<file path="src/rtl/kbyte_frame_alloc.sv">
// kbyte_frame_alloc: sequential-scan allocator that maps 1 KB-aligned prefixes onto NSLOTS physical frames.
// Optional build macro KFRAME_BOOT_LOCK_EN reserves slot 0 for boot memory (prefix 0, permanently in use).
module kbyte_frame_alloc #(
    parameter int NSLOTS = 8,
    parameter int SLOT_W = 3
) (
    input  logic                 clk,
    input  logic                 rst_n,
    input  logic                 req_valid,
    output logic                 req_ready,
    input  logic                 req_op,
    input  logic [31:0]          req_prefix,
    output logic                 rsp_valid,
    output logic                 rsp_ok,
    output logic [SLOT_W-1:0]    rsp_slot,
    output logic [NSLOTS*32-1:0] prefix_bus,
    output logic [NSLOTS-1:0]    use_bus,
    output logic [SLOT_W:0]      free_count
);

    typedef enum logic [1:0] {IDLE, SCAN, COMMIT, RESP} state_t;

`ifdef KFRAME_BOOT_LOCK_EN
    localparam bit BOOT = 1'b1;
`else
    localparam bit BOOT = 1'b0;
`endif
    localparam logic [NSLOTS-1:0] USE_RST = NSLOTS'(BOOT);
    localparam logic [SLOT_W:0]   FC_RST  = (SLOT_W+1)'(NSLOTS - int'(BOOT));
    localparam logic [SLOT_W-1:0] LAST    = SLOT_W'(NSLOTS - 1);

    state_t                   state_q, state_d;
    logic [SLOT_W-1:0]        idx_q, idx_d;
    logic [SLOT_W-1:0]        free_slot_q, free_slot_d;
    logic [SLOT_W-1:0]        match_slot_q, match_slot_d;
    logic                     found_free_q, found_free_d;
    logic                     found_match_q, found_match_d;
    logic                     op_q, op_d;
    logic [31:0]              lat_q, lat_d;
    logic                     res_ok_q, res_ok_d;
    logic [SLOT_W-1:0]        res_slot_q, res_slot_d;
    logic [NSLOTS-1:0][31:0]  pfx_q, pfx_d;
    logic [NSLOTS-1:0]        use_q, use_d;
    logic [SLOT_W:0]          free_count_q, free_count_d;
    logic                     req_ready_q, req_ready_d;
    logic                     rsp_valid_q, rsp_valid_d;
    logic                     rsp_ok_q, rsp_ok_d;
    logic [SLOT_W-1:0]        rsp_slot_q, rsp_slot_d;

    assign req_ready  = req_ready_q;
    assign rsp_valid  = rsp_valid_q;
    assign rsp_ok     = rsp_ok_q;
    assign rsp_slot   = rsp_slot_q;
    assign prefix_bus = pfx_q;
    assign use_bus    = use_q;
    assign free_count = free_count_q;

    // Next-state: accept in IDLE, scan one slot per cycle, apply the result, then emit a registered response.
    always_comb begin
        state_d       = state_q;
        idx_d         = idx_q;
        free_slot_d   = free_slot_q;
        match_slot_d  = match_slot_q;
        found_free_d  = found_free_q;
        found_match_d = found_match_q;
        op_d          = op_q;
        lat_d         = lat_q;
        res_ok_d      = res_ok_q;
        res_slot_d    = res_slot_q;
        pfx_d         = pfx_q;
        use_d         = use_q;
        rsp_valid_d   = 1'b0;
        rsp_ok_d      = 1'b0;
        rsp_slot_d    = '0;
        case (state_q)
            IDLE: begin
                if (req_valid && req_ready_q) begin
                    state_d       = SCAN;
                    idx_d         = '0;
                    found_free_d  = 1'b0;
                    found_match_d = 1'b0;
                    op_d          = req_op;
                    lat_d         = req_prefix & 32'hffff_fc00;
                end
            end
            SCAN: begin
                if (!use_q[idx_q] && !found_free_q && !(BOOT && idx_q == '0)) begin
                    found_free_d = 1'b1;
                    free_slot_d  = idx_q;
                end
                if (use_q[idx_q] && pfx_q[idx_q] == lat_q && !found_match_q) begin
                    found_match_d = 1'b1;
                    match_slot_d  = idx_q;
                end
                idx_d   = idx_q + 1'b1;
                state_d = (idx_q == LAST) ? COMMIT : SCAN;
            end
            COMMIT: begin
                res_ok_d   = 1'b0;
                res_slot_d = '0;
                if (!op_q) begin
                    if (!found_match_q && found_free_q) begin
                        use_d[free_slot_q] = 1'b1;
                        pfx_d[free_slot_q] = lat_q;
                        res_ok_d           = 1'b1;
                        res_slot_d         = free_slot_q;
                    end
                end else if (found_match_q && !(BOOT && match_slot_q == '0)) begin
                    use_d[match_slot_q] = 1'b0;
                    res_ok_d            = 1'b1;
                    res_slot_d          = match_slot_q;
                end
                state_d = RESP;
            end
            RESP: begin
                rsp_valid_d = 1'b1;
                rsp_ok_d    = res_ok_q;
                rsp_slot_d  = res_slot_q;
                state_d     = IDLE;
            end
            default: state_d = IDLE;
        endcase
        free_count_d = '0;
        for (int i = 0; i < NSLOTS; i++) begin
            free_count_d = free_count_d + {{SLOT_W{1'b0}}, ~use_d[i]};
        end
        req_ready_d = (state_d == IDLE);
    end

    // State and registered outputs; reset abandons any in-flight operation.
    always_ff @(posedge clk or negedge rst_n) begin
        if (!rst_n) begin
            state_q       <= IDLE;
            idx_q         <= '0;
            free_slot_q   <= '0;
            match_slot_q  <= '0;
            found_free_q  <= 1'b0;
            found_match_q <= 1'b0;
            op_q          <= 1'b0;
            lat_q         <= '0;
            res_ok_q      <= 1'b0;
            res_slot_q    <= '0;
            pfx_q         <= '0;
            use_q         <= USE_RST;
            free_count_q  <= FC_RST;
            req_ready_q   <= 1'b0;
            rsp_valid_q   <= 1'b0;
            rsp_ok_q      <= 1'b0;
            rsp_slot_q    <= '0;
        end else begin
            state_q       <= state_d;
            idx_q         <= idx_d;
            free_slot_q   <= free_slot_d;
            match_slot_q  <= match_slot_d;
            found_free_q  <= found_free_d;
            found_match_q <= found_match_d;
            op_q          <= op_d;
            lat_q         <= lat_d;
            res_ok_q      <= res_ok_d;
            res_slot_q    <= res_slot_d;
            pfx_q         <= pfx_d;
            use_q         <= use_d;
            free_count_q  <= free_count_d;
            req_ready_q   <= req_ready_d;
            rsp_valid_q   <= rsp_valid_d;
            rsp_ok_q      <= rsp_ok_d;
            rsp_slot_q    <= rsp_slot_d;
        end
    end

endmodule

</file>
<file path="config.mk">
export PLATFORM = sky130hd
export DESIGN_NAME = kbyte_frame_alloc
export DESIGN_NICKNAME = d
export VERILOG_FILES = /design/src/rtl/kbyte_frame_alloc.sv
export SDC_FILE = /design/constraint.sdc
export NUM_CORES = 1
export LEC_CHECK = 0
export CAP_MARGIN = 10
export CORE_MARGIN = 5
export CORE_UTILIZATION = 52
export CTS_CLUSTER_SIZE = 25
export DETAILED_ROUTE_END_ITERATION = 12
export GPL_ROUTABILITY_DRIVEN = 0
export PLACE_DENSITY = 0.86
export REMOVE_ABC_BUFFERS = 1
export SYNTH_ARGS = -nofsm -noshare
export SYNTH_HDL_FRONTEND = slang
export SYNTH_SLANG_ARGS = --single-unit
</file>
<file path="constraint.sdc">
create_clock -name clk -period 9.25 [get_ports clk]
set_clock_uncertainty 0.2 [all_clocks]
set_input_delay 2.775 -clock clk [delete_from_list [all_inputs] [get_ports clk]]
set_output_delay 2.775 -clock clk [all_outputs]
set_load 0.01 [all_outputs]
</file>
==> results of run 1 <==
==> report_power, final <==
| part | leakage [nW] | switching, mW | total (mW) | internal, mW |
|---|---|---|---|---|
| registers | 3.18 | 0.399 | 1.68 | 1.28 |
| logic | 3.02 | 0.526 | 1.28 | 0.759 |
| clock network | 0.407 | 0.398 | 1.01 | 0.610 |
| total | 6.61 | 1.32 | 3.97 | 2.65 |
==> synthesized netlist by cell type (3+ instances only) <==
cell / number
a21oi_1: 7
and3_1: 5
buf_1: 22
buf_2: 12
buf_4: 80
clkbuf_1: 26
dfrtp_1: 233
fa_1: 4
ha_1: 5
inv_1: 14
mux2_2: 204
mux2i_1: 21
mux4_1: 6
mux4_2: 42
nand2_1: 25
nand2b_1: 6
nand3_1: 7
nand3b_1: 3
nand4_1: 4
nor2_1: 7
nor2b_1: 3
nor3_1: 4
nor4_1: 4
o21ai_0: 10
o31ai_1: 3
xnor2_1: 13
xor2_1: 10
==> layer usage <==
metal | vias to the layer above | global-route usage (%) | share of wire [%]
met5 | - | 0 | 0
met4 | 0 | 4.916 | 1.8
met3 | 44 | 7.039 | 10
met2 | 348 | 39.51 | 49
met1 | 3712 | 30.83 | 38
li1 | 3054 | - | -
==> worst max-delay path, delay by kind of cell (launching register included) <==
| kind | cells | cell delay (ps) |
|---|---|---|
| XOR/XNOR | 1 | 130 |
| adder cells (fa/ha/maj) | 4 | 1570 |
| AND/OR/NAND/NOR | 3 | 1860 |
| flip-flops | 1 | 520 |
| AO/OA/AOI/OAI | 1 | 190 |
| buffers and inverters | 3 | 170 |
==> kinds of logic after synthesis <==
logic type / synth area share [%]
mux: 32.11
fa+ha+maj: 1.268
buf+inv: 8.088
other cells: 0.03334
compound gates: 1.157
simple gates: 3.482
flops: 52.07
xor+xnor: 1.791
==> cell type report <==
class | instances | area [um2] | area share (%)
inverter | 14 | 52.55 | 0.3705
tap | 275 | 344.1 | 2.426
clock buffer | 39 | 748.2 | 5.275
multi-input combinational | 484 | 4810 | 33.91
sequential | 234 | 5863 | 41.34
clock inverter | 6 | 86.33 | 0.6087
timing repair buffer | 230 | 2280 | 16.07
==> cells in the final DEF, fill, tap and decap left out, types with 6 or more instances in the layout <==
cell / netlist / layout
clkbuf_1: 26 / 7
nor2_1: 7 / 6
mux2_2: 204 / 204
xnor2_1: 13 / 13
inv_1: 14 / 14
buf_4: 80 / 11
o21ai_0: 10 / 10
mux4_1: 6 / 6
nand3_1: 7 / 6
xor2_1: 10 / 10
clkbuf_16: 0 / 25
clkdlybuf4s50_1: 0 / 218
dfrtp_1: 233 / 230
clkbuf_8: 0 / 7
nand2_1: 25 / 25
mux4_2: 42 / 42
a21oi_1: 7 / 7
mux2i_1: 21 / 21
nand2b_1: 6 / 6
conb_1: 1 / 80
==> through the flow <==
step	instances	setup slack [ps]	cell area [um2]	power (mW)	hold WS (ps)
CTS	1282	4542	14180	4.006	296.0
detailed placement	1237	4385	13350	2.987	283.0
floorplan	732	3815	10690	2.307	255.4
global route	1282	4282	14180	4.189	336.2
finish	1282	4481	14180	3.972	303.5
global placement	1237	4352	13350	2.934	279.9
==> path summary, 6_finish.rpt <==
check,end,cells past startpoint,startpoint,slack (ps)
min in group asynchronous,use_bus[2]$_DFF_PN0_,1,rst_n,2110
hold / removal,res_slot_q[0]$_DFFE_PN0N_,2,res_slot_q[0]$_DFFE_PN0N_,300
setup / recovery,free_count[2]$_DFF_PN0_,12,state_q[1]$_DFF_PN0_,4480
setup reg to reg,free_count[2]$_DFF_PN0_,12,state_q[1]$_DFF_PN0_,4480
max in group asynchronous,idx_q[0]$_DFFE_PN0P_,2,rst_n,5190
hold reg to reg,res_slot_q[0]$_DFFE_PN0N_,2,res_slot_q[0]$_DFFE_PN0N_,300
==> sequential cells by signal, summed over array words and instances (netlist names) <==
register and count:
use_bus 8, state_q 2, rsp_valid 1, found_free_q 1, found_match_q 1, req_ready 1, res_slot_q 3, lat_q 22
idx_q 3, rsp_slot 3, res_ok_q 1, match_slot_q 3, prefix_bus 176, free_count 4, free_slot_q 3, op_q 1
rsp_ok 1
==> metrics.txt, run 1 <==
diode count 0; synthesized area 11250 um2; outcome finished, final reports clean; total CTS buffers 25; Vias 7158; Slowest-stage cell, CP nor2_4; Slew HR 14.39%; final setup fails 0; Hold Crit Class flip-flop to flip-flop; post-synthesis area per instance 14.15 um2; Max Freq 209.7 MHz; distinct cell type count after synthesis 39; nets 1034; 1st-pass router iterations 4; pwr dens 280.0 nW/um2; die area 24670 um2; cts hold-fix bufs 0; top post-synthesis cells by area dfrtp_1, mux2_2, mux4_2; H-tree Lvls 1; ys async rst share 100.0%; slew at the pin closest to its max-slew limit 1279 ps; Core Region 21150 um2; pins over their slew limit 0; Total Wirelength 29.29 mm; CP startpoint kind flip-flop; layout cells sized above 1 30.39%; Max Root-Sink Buffers 3; Final ANT Viol Nets 0; Chip Height 157.1 um; largest net degree at the start of global routing 100; setup bufs post-CTS 0; Post-synth EDFFs 0; number of synthesized register bits 234; # rows 53; CP max FO 23; starting DRC count in detailed routing 285; Critical Path Sink Type flip-flop; DRC Markers 0; vias in the first global route 7530; area delta synth->final 26.11%; port bufs 219; wire per inst 22.84 um; Synth Flop Type dfrtp_1; Max-cap violations 0; Hold Vio Cnt, Final 0; CTS root buffer clkbuf_16; final worst path period share 51.56%; Initial Util 53.17%; fillers 1553; Setup CP Type flip-flop to flip-flop; TNS Setup 0 ps; Peak VDD IR 0.1521 mV; worst-path cell chain nor2b_1 > nand3b_1 > nor2_4 > a21oi_1 > fa_1 > inv_1 > fa_1 > inv_1 > ha_1 > inv_1 > fa_1 > xnor2_1; Clock transition at path regs 60 ps; initial antenna violation count 0; Syn Inst Count 795; RSZ-0062 raised after global routing false; CP required 9450 ps; Horiz. Die Dim 157.1 um; Final Util 67.05%; min cycle time layout 4769 ps; Lkg Pwr 6.607 nW; CP peak stage delay 900 ps; Tot GR Track Use 23.55%; Ys Warns 0; CTS resizes 0; clock latency at the later pin of the worst-skew pair 520 ps; first-pass GRT wire length 44.95 mm; Detail Placement HPWL 18.96 mm; Clock Sinks 234; CTS tree built; Critical Path AT 4970 ps; via/cell ratio 5.583; Top Ports 310; top cell type's share of synthesized area 51.84%; sequential share of the synthesized area 52.07%; largest area contributor in the netlist dfrtp_1; grt total ovfl 0
Note: power is estimated with default switching activity, not from simulation.
==> run 2, diff against run 1 <==
--- a/config.mk
+++ b/config.mk
@@ -7,11 +7,11 @@
 export LEC_CHECK = 0
 export CAP_MARGIN = 10
 export CORE_MARGIN = 5
-export CORE_UTILIZATION = 52
+export CORE_UTILIZATION = 44
 export CTS_CLUSTER_SIZE = 25
 export DETAILED_ROUTE_END_ITERATION = 12
 export GPL_ROUTABILITY_DRIVEN = 0
-export PLACE_DENSITY = 0.86
+export PLACE_DENSITY = 0.77
 export REMOVE_ABC_BUFFERS = 1
 export SYNTH_ARGS = -nofsm -noshare
 export SYNTH_HDL_FRONTEND = slang
==> constraint.sdc (replaced) <==
create_clock -name clk -period 4.05 [get_ports clk]
set_clock_uncertainty 0.2 [all_clocks]
set_input_delay 1.215 -clock clk [delete_from_list [all_inputs] [get_ports clk]]
set_output_delay 1.215 -clock clk [all_outputs]
set_load 0.01 [all_outputs]
==> metrics.txt, run 2 (synthesized netlist as in run 1, its figures left out) <==
Clock Power Share 26.6%; internal reg-to-reg setup slack 230 ps; Core Region 25180 um2; die area 28860 um2; vias in the first global route 7455; outcome finished, final reports clean; Horiz. Die Dim 169.9 um; Initial Util 44.66%; critical path endpoint free_count[2]$_DFF_PN0_; initial antenna violation count 1; Critical Path AT 4010 ps; commonest non-fill, non-tap cell in the layout dfrtp_1; Tot GR Track Use 20.56%; Slew HR 60.24%; Sw Share 32.74%; slew at the pin closest to its max-slew limit 596.4 ps; combinational share of power 33.7%; Total Wirelength 30.13 mm; clock latency at the later pin of the worst-skew pair 520 ps; pins over their slew limit 0; CTS tree built; internal power 6.346 mW; # rows 58; CP peak stage delay 490 ps; area delta synth->final 29.60%; Peak VDD IR 0.3544 mV; CP Buf/Inv Count 4; DRC Markers 0; Hold Crit Class flip-flop to flip-flop; first-pass GRT wire length 45.82 mm; final setup fails 0; starting DRC count in detailed routing 461; grt total ovfl 0; sw power 3.089 mW; Top Ports 310; CP delay by family, top adder cells; CP required 4250 ps; wire per inst 22.17 um; worst r2r path cells 14; cell count along the critical path 14; Chip Height 169.9 um; Max-cap violations 0; total CTS buffers 26; Max Root-Sink Buffers 3; H-tree Lvls 1; Setup CP Type flip-flop to flip-flop; Critical Path Sink Type flip-flop; max reg flops 176; via/cell ratio 5.258; diode count 0; nets 1054; pwr dens 647.2 nW/um2; cts hold-fix bufs 0; TNS Setup 0 ps; most frequent cells in the layout dfrtp_1, clkdlybuf4s50_1, mux2_2; largest net degree at the start of global routing 81; CP max FO 9; RSZ-0062 raised after global routing false; Lkg Pwr 6.781 nW; final worst path period share 94.26%; cell mode on critical path fa_1; reg-to-reg critical path startpoint state_q[0]$_DFF_PN0_; Final ANT Viol Nets 0; CP startpoint state_q[0]$_DFF_PN0_; Clock Sinks 234; Reg power frac 39.7%; CTS root buffer clkbuf_16; Slowest-stage cell, CP fa_1; Final Util 57.89%; worst-path cell chain nor2b_2 > buf_4 > nand4_1 > o31ai_1 > and2_4 > fa_1 > fa_1 > inv_1 > fa_1 > inv_1 > ha_1 > inv_1 > fa_1 > xnor2_1; 1st-pass router iterations 5; r2r endpoint free_count[2]$_DFF_PN0_; Max Freq 261.9 MHz; layout cells sized above 1 32.75%; CP startpoint kind flip-flop; min cycle time layout 3818 ps; Clock transition at path regs 60 ps; Detail Placement HPWL 19.64 mm; port bufs 219; Hold Vio Cnt, Final 0; Vias 7145
## run 2: timing repair
item,in CTS,in global routing
endpoints found under the setup margin,0,2
buffers inserted,0,0
resized for setup,0,6
## run 2: area by class of cell
| cell class | instances | area, um2 |
|---|---|---|
| Clock buffer | 40 | 814.5 |
| Tap cell | 330 | 412.9 |
| Inverter | 14 | 52.55 |
| Sequential cell | 234 | 5863 |
| Multi-Input combinational cell | 484 | 4827 |
| Fill cell | 1985 | 10610 |
| Timing Repair Buffer | 249 | 2485 |
| Clock inverter | 8 | 121.4 |
## run 2: per-stage QoR
step / setup WS (ps) / instance area, um2 / cells / power [mW] / hold slack, ps
4_1_cts: 118.1 / 14560 / 1359 / 9.531 / 322.0
2_1_floorplan: -1385 / 10690 / 732 / 5.269 / 255.4
3_3_place_gp: 255.8 / 13620 / 1311 / 6.890 / 292.2
5_1_grt: 27.06 / 14580 / 1359 / 9.955 / 345.1
6_report: 232.5 / 14580 / 1359 / 9.434 / 321.4
3_5_place_dp: 171.0 / 13620 / 1311 / 6.963 / 309.2
## run 2: worst min-delay path by stage
stage                               startpoint                    endpoint  slack [ps]  cells after the start
floorplan            res_slot_q[0]$_DFFE_PN0N_   res_slot_q[0]$_DFFE_PN0N_         260                      2
global placement      found_free_q$_DFFE_PN0P_  free_slot_q[2]$_DFFE_PN0P_         290                      2
detailed placement   res_slot_q[0]$_DFFE_PN0N_   res_slot_q[0]$_DFFE_PN0N_         310                      2
CTS                  res_slot_q[0]$_DFFE_PN0N_   res_slot_q[0]$_DFFE_PN0N_         320                      2
global route        prefix_bus[20]$_DFFE_PN0P_  prefix_bus[20]$_DFFE_PN0P_         350                      1
finish               res_slot_q[0]$_DFFE_PN0N_   res_slot_q[0]$_DFFE_PN0N_         320                      2
## run 2: per-layer routing
| layer | track usage [%] | part of all wire, % |
|---|---|---|
| met2 | 33.13 | 48 |
| met3 | 6.272 | 9.5 |
| met1 | 27.68 | 41 |
| met4 | 4.690 | 2.0 |
| met5 | 0 | 0.037 |
## run 2: power groups by stage
stage | sequential [mW] | clock, mW | combinational, mW
floorplan | 3.83 | 0 | 1.44
global placement | 3.75 | 0 | 3.14
detailed placement | 3.78 | 0 | 3.18
CTS | 3.75 | 2.57 | 3.21
global route | 3.86 | 2.66 | 3.43
finish | 3.74 | 2.51 | 3.18
## run 2: worst min-delay path: cells and delay by family, from the launching register on
kind	cells	cell delay, ps
flops	1	360
simple gates	2	120
==> run 3, diff against run 2 <==
--- a/config.mk
+++ b/config.mk
@@ -8,6 +8,7 @@
 export CAP_MARGIN = 10
 export CORE_MARGIN = 5
 export CORE_UTILIZATION = 44
+export CTS_CLUSTER_DIAMETER = 40
 export CTS_CLUSTER_SIZE = 25
 export DETAILED_ROUTE_END_ITERATION = 12
 export GPL_ROUTABILITY_DRIVEN = 0
==> metrics.txt, run 3 (synthesized netlist as in run 1, its figures left out) <==
metal2 WL 14.13 mm; Clock Sinks 234; outcome finished, final reports clean; clock latency at the later pin of the worst-skew pair 500 ps; reg-to-reg critical path startpoint found_match_q$_DFFE_PN0P_; DRT met1 WL 12.59 mm; Horiz. Die Dim 169.9 um; CP startpoint found_match_q$_DFFE_PN0P_; most frequent cells in the layout dfrtp_1, clkdlybuf4s50_1, mux2_2; first-pass GRT wire length 46.40 mm; pwr dens 701.5 nW/um2; port bufs 219; cts hold-fix bufs 0; combinational share of power 30.0%; Critical Path Sink Type flip-flop; CP max FO 2; Min Hold Slack 324.5 ps; worst r2r path cells 13; 1st-pass router iterations 4; die area 28860 um2; diode count 0; vias in the first global route 7595; total CTS buffers 37; slew at the pin closest to its max-slew limit 605.6 ps; Reg power frac 35.4%; # rows 58; Setup CP Type flip-flop to flip-flop; Top Ports 310; CP Buf/Inv Count 3; CTS tree built; fillers 1945; max reg flops 176; via/cell ratio 5.261; Total Wirelength 30.26 mm; Clock transition at path regs 50 ps; Hold Crit Class flip-flop to flip-flop; CP required 4240 ps; Hold Vio Cnt, Final 0; Final Power 10.58 mW; Clock Power Share 34.6%; routed wl met3 2.708 mm; CTS root buffer clkbuf_16; Vias 7249; initial antenna violation count 1; Max Root-Sink Buffers 3; Sw Share 31.32%; sw power 3.315 mW; cell count along the critical path 13; cell mode on critical path fa_1; layout cells sized above 1 34.26%; worst-path cell chain nor3_2 > nand3_1 > or3_1 > and2_2 > fa_1 > fa_1 > inv_1 > fa_1 > inv_1 > ha_1 > inv_1 > fa_1 > xnor2_1; Initial Util 44.66%; Peak VDD IR 0.4453 mV; nets 1065; min cycle time layout 3816 ps; CP startpoint kind flip-flop; Sequential Area 5863 um2; Slew HR 59.63%; Slowest-stage cell, CP fa_1; starting DRC count in detailed routing 380; multi-input logic area 4825 um2; Lkg Pwr 7.029 nW; Tot GR Track Use 20.79%; Max-cap violations 0; Top Metal Used met5; pins over their slew limit 0; RSZ-0062 raised after global routing false; Critical Path AT 4000 ps; CP peak stage delay 490 ps; final setup fails 0; final worst path period share 94.23%; largest net degree at the start of global routing 81; Max Freq 262.0 MHz; area delta synth->final 34.15%; grt total ovfl 0; internal power 7.269 mW; CP delay by family, top adder cells; commonest non-fill, non-tap cell in the layout dfrtp_1; Final Util 59.92%; Detail Placement HPWL 19.64 mm; wire per inst 21.96 um; Final ANT Viol Nets 0; H-tree Lvls 2; Core Region 25180 um2; Worst Hold Launch res_slot_q[0]$_DFFE_PN0N_; Chip Height 169.9 um; Min-Delay Path Depth 2; DRC Markers 0
-- run 3: what timing repair did --
item                       4_1_cts  5_1_grt
resized for setup                0        5
setup buffers                    0        0
setup endpoints to repair        0        2
-- run 3: cell type report --
type | instances | area share (%)
Clock inverter | 26 | 3.035
Multi-Input combinational cell | 484 | 31.98
Tap cell | 330 | 2.737
Inverter | 14 | 0.3483
Clock buffer | 41 | 6.576
Sequential cell | 234 | 38.86
Timing Repair Buffer | 249 | 16.47
-- run 3: layer usage --
| metal | GRT usage (%) | up-vias |
|---|---|---|
| met5 | 0 | - |
| met4 | 6.230 | 2 |
| li1 | - | 3139 |
| met1 | 27.58 | 3768 |
| met2 | 32.90 | 284 |
| met3 | 6.783 | 56 |
-- run 3: through the flow --
stage	cells	setup slack (ps)	TNS (ps)	instance area, um2
floorplan	732	-1385	-4794	10690
global placement	1311	255.8	0	13620
detailed placement	1311	171.0	0	13620
CTS	1378	120.7	0	15070
global route	1378	5.673	0	15090
finish	1378	233.6	0	15090
-- run 3: tightest hold or removal path, cell delays in order, from the launching register on --
cell,delay (ps)
dfrtp_1,360
nand2_1,60
nand3_1,70
-- run 3: power groups by stage --
stage	Combinational [mW]	Clock [mW]	Sequential (mW)
floorplan	1.44	0	3.83
global placement	3.14	0	3.75
detailed placement	3.18	0	3.78
CTS	3.22	3.71	3.75
global route	3.43	3.84	3.87
finish	3.18	3.66	3.75
-- run 3: final timing paths --
path | endpoint | slack (ps)
hold reg to reg | res_slot_q[0]$_DFFE_PN0N_ | 320
hold / removal | res_slot_q[0]$_DFFE_PN0N_ | 320
max in group asynchronous | prefix_bus[175]$_DFFE_PN0P_ | 2380
setup reg to reg | free_count[2]$_DFF_PN0_ | 230
min in group asynchronous | use_bus[0]$_DFF_PN0_ | 460
setup / recovery | free_count[2]$_DFF_PN0_ | 230
==> variant: new RTL, config.mk and constraints of run 1 <==
Set the parameter `SLOT_W` to 6 (it was 3).
--- a/src/rtl/kbyte_frame_alloc.sv
+++ b/src/rtl/kbyte_frame_alloc.sv
@@ -3,5 +3,5 @@
 module kbyte_frame_alloc #(
     parameter int NSLOTS = 8,
-    parameter int SLOT_W = 3
+    parameter int SLOT_W = 6
 ) (
     input  logic                 clk,
Ports: changed (resized free_count and rsp_slot); port bits go from 310 to 316. The function was not compared with the original's and may differ.
==> variant against run 1 <==
Routed wire length grew 8.6%; count of clock-buffer cells in the layout is 4 higher; setup slack worse by 0.93 ns; via count up 8.1%; total power down 18%; synthesized area increased by 6.0%; cell area up 4.6%; combinational power shrank 42%; first-iteration DRC count increased by 71%; sequential cell count is 15 higher; largest power group unchanged.
==> variant: results (changes against run 1) <==
Drt
  – Count of routing violations after the opening detailed-route iteration: 488 (+71%)
  – Routed length per placed instance: 22.94 um (+0.41%)
  – Routed length on met3: 2.995 mm (-2.4%)
  – Routed length on met1: 12.29 mm (+9.1%)
  – Vias per Instance: 5.583 (about the same)
  – Amount of wire on met2 after detailed routing: 15.96 mm (+11%)

STA
  – Worst hold slack: 0.2966 ns (-0.006852 ns)
  – Remaining max-slew budget at the tightest pin: 0.3369 (+0.1930)

Synthesis
  – Post-synthesis adder-cell area fraction: 0.01092 (-0.001764)
  – Most numerous cell types in the synthesized netlist: sky130_fd_sc_hd__dfrtp_1 (248), sky130_fd_sc_hd__mux2_2 (181), sky130_fd_sc_hd__nand2_1 (99)
  – Portion of netlist area occupied by mux cells: 0.2867 (-0.03434)
  – Avg Inst Size Synth: 13.39 um2 (-5.3%)
  – Post-synthesis xor/xnor area fraction: 0.01764 (-0.0002730)
  – Largest cells by area after synthesis: sky130_fd_sc_hd__dfrtp_1 (52%), sky130_fd_sc_hd__mux2_2 (17%), sky130_fd_sc_hd__mux4_2 (8.7%)
  – Synthesized-area fraction occupied by ao, oa, aoi and oai cells: 0.01396 (+0.002394)
  – Register area share after synthesis: 0.5229 (+0.002192)
  – Area fraction of the dominant cell type after synthesis: 0.5207 (+0.002324)

Global route
  – GRT Overall Usage: 0.2371 (+0.001653)
  – GR Util met1: 0.3028 (-0.005507)
  – Global-route wire length before repair: 48.29 mm (+7.4%)
  – Largest net degree at the start of global routing: 150 (+50%)
  – GR Util met3: 0.06941 (-0.0009822)

Pwr
  – Power Combinational: 743 uW (-42%)
  – Fraction of power spent switching nets: 0.3247 (-0.008301)
  – Leak pwr: 0.007090 uW (+7.3%)
  – Sequential cell power: 1490 uW (-11%)
  – Worst IR Drop VDD: 130.1 uV (-14%)
  – Combinational group share of total power: 0.229 (-0.095)

Cells and area
  – Nets: 1128 (+9.1%)
  – Cell Count, Final, Fillers Out: 1386 (+8.1%)
  – Fill cell count: 1686 (+8.6%)
  – Layout Cell Area excl Fill: 14840 um2 (+4.6%)

Placement
  – Post-detailed-placement half-perimeter wirelength: 20.24 mm (+6.7%)
  – Placed Cells: 1341 (+8.4%)
  – Area after detailed placement: 14030 um2 (+5.1%)
  – Total of buffers placed on input and output ports: 222 (+1.4%)

Status
  – Status: finished clean

CTS
  – Number of CTS-inserted buffers: 26 (+4.0%)

Worst setup path
  – Startpoint of the worst register-to-register path: state_q[0]
  – Crit path arrival time: 5.90 ns (+0.93 ns)
  – Worst-path cell with the longest stage delay: sky130_fd_sc_hd__nand3_2

Hold path
  – Hold Path Origin: res_ok_q
-- variant: cell types whose count changed after synthesis, sizes merged, moves of 3 or more --
cell    before  now
and3         5   10
nor2         7   11
a222oi       0    5
dfrtp      233  248
a21oi        7    3
inv         14   17
mux2       204  187
clkbuf      27   32
nand2       25   99
-- variant: worst max path at each step --
stage | cells after the start | slack (ns) | end | start
4_1_cts | 12 | 3.51 | free_count[2] | state_q[0]
5_1_grt | 12 | 3.22 | free_count[2] | state_q[0]
6_report | 12 | 3.55 | free_count[2] | state_q[0]
3_3_place_gp | 12 | 3.67 | free_count[1] | state_q[0]
3_5_place_dp | 12 | 3.57 | free_count[2] | state_q[0]
2_1_floorplan | 10 | 3.82 | free_count[2] | state_q[0]
-- variant: cell type report --
type / count / share of cell area
sequential: 249 / 0.4204
multi-input combinational: 558 / 0.3406
timing repair buffer: 232 / 0.1560
clock buffer: 43 / 0.05228
tap: 285 / 0.02403
inverter: 17 / 0.004301
clock inverter: 2 / 0.002361
